<file path="src/rtl/pipe_perf_monitor_if.sv">
// Snapshot readout port of the pipeline performance monitor: one counter word
// per valid/ready handshake, tagged with its index.
interface pipe_perf_monitor_if #(
   parameter int CNT_W = 32
);
   logic             out_valid_o;
   logic             out_ready_i;
   logic [CNT_W-1:0] out_data_o;
   logic [1:0]       out_idx_o;

   modport master (
      output out_valid_o,
      output out_data_o,
      output out_idx_o,
      input  out_ready_i
   );

   modport slave (
      input  out_valid_o,
      input  out_data_o,
      input  out_idx_o,
      output out_ready_i
   );
endinterface

</file>
<file path="src/rtl/pipe_perf_monitor.sv">
// Counts cycles, stalls, flushes and retirements of the CPU pipeline and
// streams a frozen snapshot of the four counters over a valid/ready port.
module pipe_perf_monitor #(
   parameter int CNT_W      = 32,
   parameter int MAX_CYCLES = 100
) (
   input  logic                clk_i,
   input  logic                rst_i,
   input  logic                start_i,
   input  logic                pc_write_i,
   input  logic                branch_i,
   input  logic                wb_valid_i,
   input  logic                clear_i,
   input  logic                snap_req_i,
   pipe_perf_monitor_if.master rd,
   output logic                busy_o,
   output logic                done_o
);

   typedef enum logic {IDLE, STREAM} state_t;

   localparam logic [63:0] MAXC = 64'(MAX_CYCLES);

   state_t           state, state_nxt;
   logic [1:0]       idx, idx_nxt;
   logic             take_snap;
   logic             cnt_en;
   logic             done_hit;
   logic [CNT_W-1:0] cyc_inc;
   logic [CNT_W-1:0] cyc_cnt, stall_cnt, flush_cnt, retire_cnt;
   logic [CNT_W-1:0] snap [4];

   function automatic logic [CNT_W-1:0] sat_inc(input logic [CNT_W-1:0] v,
                                                input logic             en);
      if (en && (v != '1))
         return v + CNT_W'(1);
      return v;
   endfunction

   always_comb begin
      cnt_en   = start_i & ~done_o;
      cyc_inc  = sat_inc(cyc_cnt, 1'b1);
      // A saturated counter never equals a limit beyond its range, so done never fires then.
      done_hit = cnt_en && (MAX_CYCLES != 0) && (64'(cyc_inc) == MAXC);
   end

   always_comb begin
      state_nxt = state;
      idx_nxt   = idx;
      take_snap = 1'b0;
      case (state)
         IDLE: begin
            if (snap_req_i) begin
               take_snap = 1'b1;
               state_nxt = STREAM;
               idx_nxt   = 2'd0;
            end
         end
         STREAM: begin
            if (rd.out_ready_i) begin
               if (idx == 2'd3) begin
                  state_nxt = IDLE;
                  idx_nxt   = 2'd0;
               end else begin
                  idx_nxt = idx + 2'd1;
               end
            end
         end
         default: begin
            state_nxt = IDLE;
            idx_nxt   = 2'd0;
         end
      endcase

      rd.out_valid_o = (state == STREAM);
      rd.out_idx_o   = idx;
      rd.out_data_o  = (state == STREAM) ? snap[idx] : '0;
      busy_o         = (state == STREAM);
   end

   always_ff @(posedge clk_i) begin
      if (rst_i) begin
         state <= IDLE;
         idx   <= 2'd0;
      end else begin
         state <= state_nxt;
         idx   <= idx_nxt;
      end
   end

   // Snapshot takes the registered values, so it sees pre-increment and pre-clear counts.
   always_ff @(posedge clk_i) begin
      if (rst_i) begin
         cyc_cnt    <= '0;
         stall_cnt  <= '0;
         flush_cnt  <= '0;
         retire_cnt <= '0;
         done_o     <= 1'b0;
         for (int i = 0; i < 4; i++)
            snap[i] <= '0;
      end else begin
         if (take_snap) begin
            snap[0] <= cyc_cnt;
            snap[1] <= stall_cnt;
            snap[2] <= flush_cnt;
            snap[3] <= retire_cnt;
         end
         if (clear_i) begin
            cyc_cnt    <= '0;
            stall_cnt  <= '0;
            flush_cnt  <= '0;
            retire_cnt <= '0;
            done_o     <= 1'b0;
         end else if (cnt_en) begin
            cyc_cnt    <= cyc_inc;
            stall_cnt  <= sat_inc(stall_cnt, ~pc_write_i & ~branch_i);
            flush_cnt  <= sat_inc(flush_cnt, branch_i);
            retire_cnt <= sat_inc(retire_cnt, wb_valid_i);
            if (done_hit)
               done_o <= 1'b1;
         end
      end
   end

endmodule

</file>
<file path="src/flat_wrapper.sv">
// flat-port wrapper written by rule: the top's interface ports become plain ports
module pipe_perf_monitor_flat 
#(
   parameter int CNT_W      = 32,
   parameter int MAX_CYCLES = 100
)
  (clk_i, rst_i, start_i, pc_write_i, branch_i, wb_valid_i, clear_i, snap_req_i, busy_o, done_o, rd_out_valid_o, rd_out_data_o, rd_out_idx_o, rd_out_ready_i);
  pipe_perf_monitor_if #(.CNT_W(CNT_W)) rd_i ();
  input  logic clk_i;
  input  logic rst_i;
  input  logic start_i;
  input  logic pc_write_i;
  input  logic branch_i;
  input  logic wb_valid_i;
  input  logic clear_i;
  input  logic snap_req_i;
  output logic busy_o;
  output logic done_o;
  output wire logic [$bits(rd_i.out_valid_o)-1:0] rd_out_valid_o;
  output wire logic [$bits(rd_i.out_data_o)-1:0] rd_out_data_o;
  output wire logic [$bits(rd_i.out_idx_o)-1:0] rd_out_idx_o;
  input wire logic [$bits(rd_i.out_ready_i)-1:0] rd_out_ready_i;
  assign rd_out_valid_o = rd_i.out_valid_o;
  assign rd_out_data_o = rd_i.out_data_o;
  assign rd_out_idx_o = rd_i.out_idx_o;
  assign rd_i.out_ready_i = rd_out_ready_i;
  pipe_perf_monitor #(.CNT_W(CNT_W), .MAX_CYCLES(MAX_CYCLES)) u_core (.clk_i(clk_i), .rst_i(rst_i), .start_i(start_i), .pc_write_i(pc_write_i), .branch_i(branch_i), .wb_valid_i(wb_valid_i), .clear_i(clear_i), .snap_req_i(snap_req_i), .rd(rd_i), .busy_o(busy_o), .done_o(done_o));
endmodule
</file>
<file path="config.mk">
export PLATFORM = sky130hd
export DESIGN_NAME = pipe_perf_monitor_flat
export DESIGN_NICKNAME = d
export VERILOG_FILES = /design/src/rtl/pipe_perf_monitor_if.sv /design/src/rtl/pipe_perf_monitor.sv /design/src/flat_wrapper.sv
export SDC_FILE = /design/constraint.sdc
export NUM_CORES = 1
export LEC_CHECK = 0
export CAP_MARGIN = 10
export CORE_MARGIN = 3
export CORE_UTILIZATION = 55
export CTS_CLUSTER_DIAMETER = 120
export CTS_CLUSTER_SIZE = 8
export DETAILED_ROUTE_END_ITERATION = 8
export PLACE_DENSITY_LB_ADDON = 0.3
export RECOVER_POWER = 50
export SETUP_SLACK_MARGIN = 0.2
export SLEW_MARGIN = 20
export SYNTH_ARGS = -nofsm -noshare
export SYNTH_HDL_FRONTEND = slang
export SYNTH_SLANG_ARGS = --single-unit
</file>
<file path="constraint.sdc">
create_clock -name clk_i -period 9.9 [get_ports clk_i]
set_clock_uncertainty 0.1 [all_clocks]
set_input_delay 1.98 -clock clk_i [delete_from_list [all_inputs] [get_ports clk_i]]
set_output_delay 1.98 -clock clk_i [all_outputs]
set_load 0.02 [all_outputs]
</file>
**Yosys cells after proc, flatten, opt, wreduce, memory -nomap -nowiden**

Memories as Yosys holds them, arrays and structs flattened. A register that Yosys moved wholly into a read port is not among the register bits.
Index checks and enable logic that the tools add are counted.

- Bits in registers: 132
- Bits in writable memories: 128
- Word-level logic and storage cells: 80
- Input port bits: 9
- Memories kept: 1

Memories:

| memory | words | width | read ports | clocked after Yosys merged registers in | write ports | line | text |
|---|---|---|---|---|---|---|---|
| u_core.snap | 4 | 32 | 1 | 1 | 4 | pipe_perf_monitor.sv:31 | `logic [CNT_W-1:0] snap [4];` |

- Equal/unequal tests: 8
- Mux-type cells: 39
- Bitwise operators: 10
- Add/sub/neg operators: 5
- Reduce and logical (&&, ||, !) cells: 10

Operators with widths:

| operator | number |
|---|---|
| two-way mux 32 bit | 10 |
| adder 32 x 1 -> 32 bit, second input constant | 4 |
| != test 32 bit, second input constant | 4 |
| equality test 32 x 7 -> 1 bit, second input constant | 1 |
| two-way mux 1 bit | 22 |
| two-way mux 2 bit | 5 |
| AND reduction 2 bit | 5 |
| logical AND 1 bit | 4 |
| != test 2 bit, second input constant | 2 |
| inverter 1 bit | 4 |
| bitwise OR 1 bit | 4 |
| one-hot mux 2 bit (2 select lines) | 1 |
| adder 2 x 1 -> 2 bit, second input constant | 1 |
| bitwise AND 1 bit | 2 |
| equality test 2 bit, second input constant | 1 |
| one-hot mux 1 bit (2 select lines) | 1 |
| OR reduction 2 bit | 1 |

**Longest topological paths before layout**

Gate-level depths: netlist (run 1).

- Depth in word-level cells: 8
- Mapped depth: 10

**Worst setup path after synthesis (run 1)**

OpenSTA, ideal clock, no wires.

- Kind: input port to flip-flop
- Start point: input snap_req_i
- End point: memory u_core.snap[0][0] (enable)
- Setup time: 510 ps
- Path slack: 4140 ps
- Stages on the path: 3
- Arrival time: 5150 ps
- Cell sequence: nand2b_1 -> clkbuf_1 -> nand2b_1

RTL lines:

| element | line | text |
|---|---|---|
| start, declared | flat_wrapper.sv:16 | `input logic snap_req_i;` |
| end, declared | pipe_perf_monitor.sv:31 |  |

**Final worst setup path (run 1)**

- Start point: input rst_i
- End point: register u_core.cyc_cnt[9]

- Word-level cells in the longest chain between the ends: 1

RTL lines:

| element | line | text |
|---|---|---|
| start, declared | flat_wrapper.sv:10 | `input logic rst_i;` |
| OR reduction 2 bit (no source line) | -- |  |
| end signal, assigned | pipe_perf_monitor.sv:115 | `cyc_cnt <= cyc_inc;` |
| end, declared | pipe_perf_monitor.sv:30 | `logic [CNT_W-1:0] cyc_cnt, stall_cnt, flush_cnt, retire_cnt;` |

Every way passes these cells.
A chain may end at the register's enable or synchronous reset.

==> impl_metrics.csv, run 1 <==
group,metric,value,unit
sta,finalCritPeriodShare,0.672,
job,maxCapViolCount,3,
cells_and_area,drive_gt1_frac,0.0742,
sta,tns,0,ns
synthesis,synth_most_common_cell,"and2_1",
clock_network,clockBufferDepth,3,
sta,finalCriticalPeriod,6.65,ns
placed_design,post-dp-hpwl,17.6,mm
sta,report.final.hold_viol_count,0,
grt,use_met1,0.347,
routing,antenna_left,0,
floorplanning,die_y,155,um
clock_network,cts_hold_buffers,0,
synthesis,yosys.area.top_type,"edfxtp_1",
critical_path,required,10.15,ns
grt,gr-max-usage-layer,"met1",
clock_network,cts_buffers,38,
critical_path,criticalPathCategory,"in2reg",
floorplanning,dieWidth,155,um
critical_path,start_kind,"input pin",
cells_and_area,area_growth,13.8,%
placed_design,finalWeightedCongestion,0.918,
synthesis,yosys_warnings,0,
clock_network,numClockSinks,262,
synthesis,synth_top_flop_cell,"dfxtp_1",
sta,finalSetupViolations,0,
floorplanning,initial_utilization,0.571,
synthesis,syn_inst,1147,
clock_network,cts.clk_slew.worst_paths,0.05,ns
power_and_ir_drop,p_per_area,176,mW/mm^2
grt,antenna_found_initial,0,
synthesis,synth-edff-count,128,
power_and_ir_drop,p_sw_frac,0.212,
sta,slew-limit-headroom,-1.63,
sta,slew_viol_final,219,
status,status,"finished with violations",
clock_network,cts_htree_levels,2,
synthesis,synth_area_leaders,"edfxtp_1, dfxtp_1, and2_1",
power_and_ir_drop,p_switching,0.521,mW
power_and_ir_drop,pwr-share-comb,0.039,
routing,drt-pass1-iter-count,6,
cells_and_area,multi_input_area,0.00540,mm^2
cells_and_area,post-route-util,0.649,
grt,grt_usage,0.229,
grt,grt_remaining_overflow,0,
floorplanning,die_area,0.0241,mm^2
synthesis,yosys.area.top_type_share,0.314,
synthesis,yosysSeqAreaShare,0.532,
sta,worstMarginPinSlew,3.94,ns
grt,grt_max_degree,112,
clock_network,clock_latency,0.51,ns
grt,grt_first_pass_wirelength,44.2,mm
critical_path,worstSetupEndpointType,"flop",
grt,use_met3,0.0384,
critical_path,critical_path_arrival,6.90,ns
routing,vias_per_cell,5.82,
power_and_ir_drop,p_int,1.94,mW
clock_network,clock-root-buffer,"clkbuf_16",
cells_and_area,diodes,0,
sta,rsz0062_at_grt,"false",
floorplanning,io_pins,46,
critical_path,crit_path_max_fanout,67,
clock_network,cts_resized,0,
cells_and_area,ff_latch_area,0.00653,mm^2
routing,drc,0,
status,violations,"max-capacitance violations, max-slew violations",
synthesis,syn_area,0.0123,mm^2
placed_design,io_buffers,45,
cells_and_area,nFillCells,1690,
cells_and_area,nets,1188,
power_and_ir_drop,clkPwrFrac,0.479,
routing,drt-total-wl,27.4,mm
synthesis,syn_nets,1161,
grt,first_global_vias,8123,
grt,use_met2,0.342,
sta,fmax,0.150,GHz
synthesis,ys_async_sr_fraction,0,
hold_path,hp-class,"reg2reg",
routing,wl_per_cell,18.6,um
synthesis,ys_ff_latch,262,
clock_network,post_cts_buffers,0,
floorplanning,rows,53,
routing,via_count,8586,
power_and_ir_drop,peakVddDrop,0.000105,V
power_and_ir_drop,pwr-share-seq,0.482,
floorplanning,core_area,0.0215,mm^2
synthesis,syn_area_per_cell,10.7,um^2
synthesis,synth.distinct_cells,51,
routing,drt_iter0_drc,782,
synthesis,synth_common_cells,"and2_1, nor2_1, dfxtp_1",
clock_network,tritoncts,"yes",
power_and_ir_drop,p_leak,4.71,nW
## path summary, 6_finish.rpt
kind                                    start            endpoint  slack [ns]  cells past startpoint
worst max-delay path                    rst_i   u_core.cyc_cnt[9]        3.25                      5
worst min-delay path            u_core.done_o       u_core.done_o        0.38                      2
worst max register to register  u_core.busy_o  u_core.snap[3][19]        5.08                      4
worst min register to register  u_core.done_o       u_core.done_o        0.38                      2
## power by group through the flow
stage,Clock [mW],Sequential (mW),Combinational (mW)
final,1.18,1.19,0.0951
after global routing,1.25,1.19,0.103
after CTS,1.19,1.18,0.0976
after detailed placement,0,1.20,0.0974
after global placement,0,1.20,0.0962
after floorplan,0,1.20,0.0655
## layer usage
layer | vias to the layer above | share of wire
li1 | 4115 | -
met1 | 4140 | 0.47
met2 | 283 | 0.45
met3 | 48 | 0.059
met4 | 0 | 0.020
met5 | - | 0
## sequential cells by signal, indices dropped and copies added (netlist names), named ones only
signal               flops
u_core.snap            128
u_core.cyc_cnt          32
u_core.flush_cnt        32
u_core.retire_cnt       32
u_core.stall_cnt        32
u_core.rd.out_idx_o      2
u_core.busy_o            1
u_core.done_o            1
## metrics by stage
step                hold WS [ns]  instances  setup slack [ns]  area [um^2]  power [mW]
floorplan                  0.362       1147              4.14        12300        1.26
global placement           0.369       1409              4.91        12900        1.30
detailed placement         0.377       1409              4.83        12900        1.30
CTS                        0.383       1474              5.09        14000        2.48
global route               0.409       1474              2.82        14000        2.54
finish                     0.380       1474              3.25        14000        2.46
## area by class of cell
cell class,instances,area share
clock buffers,64,0.0774
well taps,275,0.0247
flip-flops and latches,262,0.468
inverters,21,0.00565
repair buffers,54,0.0366
clock inverters,1,0.000628
multi-input cells,797,0.387
## placed cells by master (no fill, tap or decap), types with 41 or more instances in the layout
cell / Yosys / final
xnor2_1: 49 / 49
nand4_1: 53 / 53
clkdlybuf4s50_1: 0 / 41
nand3_1: 54 / 54
nand2_1: 54 / 54
and2_1: 151 / 80
dfxtp_1: 134 / 132
xor2_1: 77 / 77
edfxtp_1: 128 / 128
nor2_1: 144 / 143
and2_0: 0 / 71
## cells by family after synthesis
logic type	share of synthesized area
AO/OA/AOI/OAI	0.0297
flip-flops	0.532
adder cells (fa/ha/maj)	0.00510
buffers and inverters	0.0277
multiplexers	0.0604
AND/OR/NAND/NOR	0.255
XOR/XNOR	0.0900
## critical path, cell delays in order
cell	delay [ns]
dlygate4sd3_1	0.52
clkbuf_1	0.82
or2_0	2.50
buf_4	0.91
nor2_1	0.12
No activity file was read; power rests on OpenSTA's default activity.
==> inputs of run 2 (changes only) <==
Clock period 9.9 ns to 6.2 ns, I/O delays scaled along.
==> impl_metrics.csv, run 2 (synthesis results as in run 1) <==
group,metric,value,unit
status,status,"finished with violations",
status,violations,"max-capacitance violations, max-slew violations",
sta,finalCriticalPeriod,4.79,ns
clock_network,numClockSinks,262,
hold_path,worstHoldEndpoint,"u_core.done_o",
grt,grt_max_degree,129,
grt,antenna_found_initial,0,
critical_path,worstSetupEndpointType,"flop",
placed_design,io_buffers,45,
cells_and_area,ff_latch_area,0.00653,mm^2
cells_and_area,nFillCells,1660,
critical_path,r2r_cells,8,
sta,slew_viol_final,210,
sta,finalSetupViolations,0,
routing,via_count,8718,
power_and_ir_drop,p_leak,4.80,nW
floorplanning,core_area,0.0215,mm^2
sta,worstMarginPinSlew,1.86,ns
cells_and_area,post-route-util,0.651,
floorplanning,initial_utilization,0.571,
cells_and_area,top_register,"u_core.snap",
critical_path,rr_endpoint,"u_core.cyc_cnt[31]",
clock_network,clock_latency,0.51,ns
routing,drt-total-wl,28.5,mm
sta,report.final.hold_viol_count,0,
grt,grt_remaining_overflow,0,
critical_path,required,6.41,ns
clock_network,cts_buffers,38,
cells_and_area,diodes,0,
routing,drt-pass1-iter-count,6,
sta,rsz0062_at_grt,"false",
cells_and_area,mostFrequentLayoutCell,"and2_1",
critical_path,criticalPathCategory,"in2reg",
routing,wl_per_cell,19.3,um
placed_design,finalWeightedCongestion,0.903,
clock_network,clockBufferDepth,3,
sta,tns,0,ns
hold_path,hp-class,"reg2reg",
cells_and_area,nets,1192,
grt,grt_first_pass_wirelength,45.9,mm
power_and_ir_drop,p_per_area,283,mW/mm^2
placed_design,dpl_worst_slack,2.21,ns
power_and_ir_drop,peakVddDrop,0.000177,V
critical_path,ff2ff_setup_slack,2.69,ns
grt,grt_usage,0.240,
floorplanning,rows,53,
floorplanning,die_area,0.0241,mm^2
critical_path,critical_path_arrival,5.00,ns
sta,fmax,0.209,GHz
floorplanning,io_pins,46,
clock_network,clock-root-buffer,"clkbuf_16",
sta,slew-limit-headroom,-0.241,
clock_network,tritoncts,"yes",
floorplanning,die_y,155,um
critical_path,r2r_start,"u_core.cyc_cnt[0]",
clock_network,cts_htree_levels,2,
clock_network,cts_hold_buffers,0,
cells_and_area,largest_register_ff_count,128,
routing,vias_per_cell,5.89,
clock_network,cts.clk_slew.worst_paths,0.05,ns
job,maxCapViolCount,3,
sta,setup_ws,1.41,ns
clock_network,post_cts_buffers,0,
sta,finalCritPeriodShare,0.773,
hold_path,hold_depth,2,
cells_and_area,drive_gt1_frac,0.0763,
grt,first_global_vias,8258,
cells_and_area,multi_input_area,0.00541,mm^2
critical_path,start_kind,"input pin",
critical_path,crit_path_max_fanout,49,
cells_and_area,area_growth,14.1,%
routing,antenna_left,0,
routing,drt_iter0_drc,1064,
clock_network,cts_resized,0,
routing,drc,0,
placed_design,post-dp-hpwl,18.6,mm
cells_and_area,final_cell_mix,"and2_1, nor2_1, dfxtp_1, edfxtp_1, xor2_1",
hold_path,hp-start,"u_core.done_o",
floorplanning,dieWidth,155,um
run 2: power breakdown:
group          switching [mW]  internal (mW)
clock                   0.722           1.18
combinational          0.0935         0.0595
sequential             0.0331           1.87
run 2: final cells by class:
cell class | instances | area share
tap | 275 | 0.0246
multi-input combinational | 797 | 0.386
sequential | 262 | 0.467
clock buffer | 66 | 0.0777
timing repair buffer | 58 | 0.0381
clock inverter | 1 | 0.000626
inverter | 21 | 0.00564
run 2: worst max-delay path by stage:
stage               start                    to  slack, ns  depth (start not counted)
2_1_floorplan  snap_req_i     u_core.snap[0][0]       1.18                          3
3_5_place_dp      start_i  u_core.flush_cnt[27]       2.21                          9
3_3_place_gp      start_i  u_core.flush_cnt[27]       2.24                          9
5_1_grt             rst_i     u_core.cyc_cnt[8]       1.15                          5
6_report            rst_i     u_core.cyc_cnt[0]       1.41                          5
4_1_cts              flop     rd_out_data_o[12]       1.84                          4
run 2: through the flow:
stage	instances	power (mW)	area, um^2	hold slack [ns]
after CTS	1480	3.98	14000	0.389
after global placement	1413	2.08	12900	0.373
after detailed placement	1413	2.08	12900	0.382
after floorplan	1147	2.02	12300	0.362
after global routing	1480	4.07	14000	0.403
final	1480	3.95	14000	0.385
run 2: worst max-delay path: stages:
cell	delay [ns]
dlygate4sd3_1	0.52
clkbuf_1	0.98
or2_4	0.67
clkbuf_1	1.39
nor2_1	0.15
run 2: metal layers:
metal  vias to the layer above  global-route usage  wire, um
li1                       4121                   -         -
met1                      4286               0.357     13000
met2                       273               0.374     13400
met3                        38              0.0359      1640
met4                         0              0.0604       495
met5                         -                   0         0
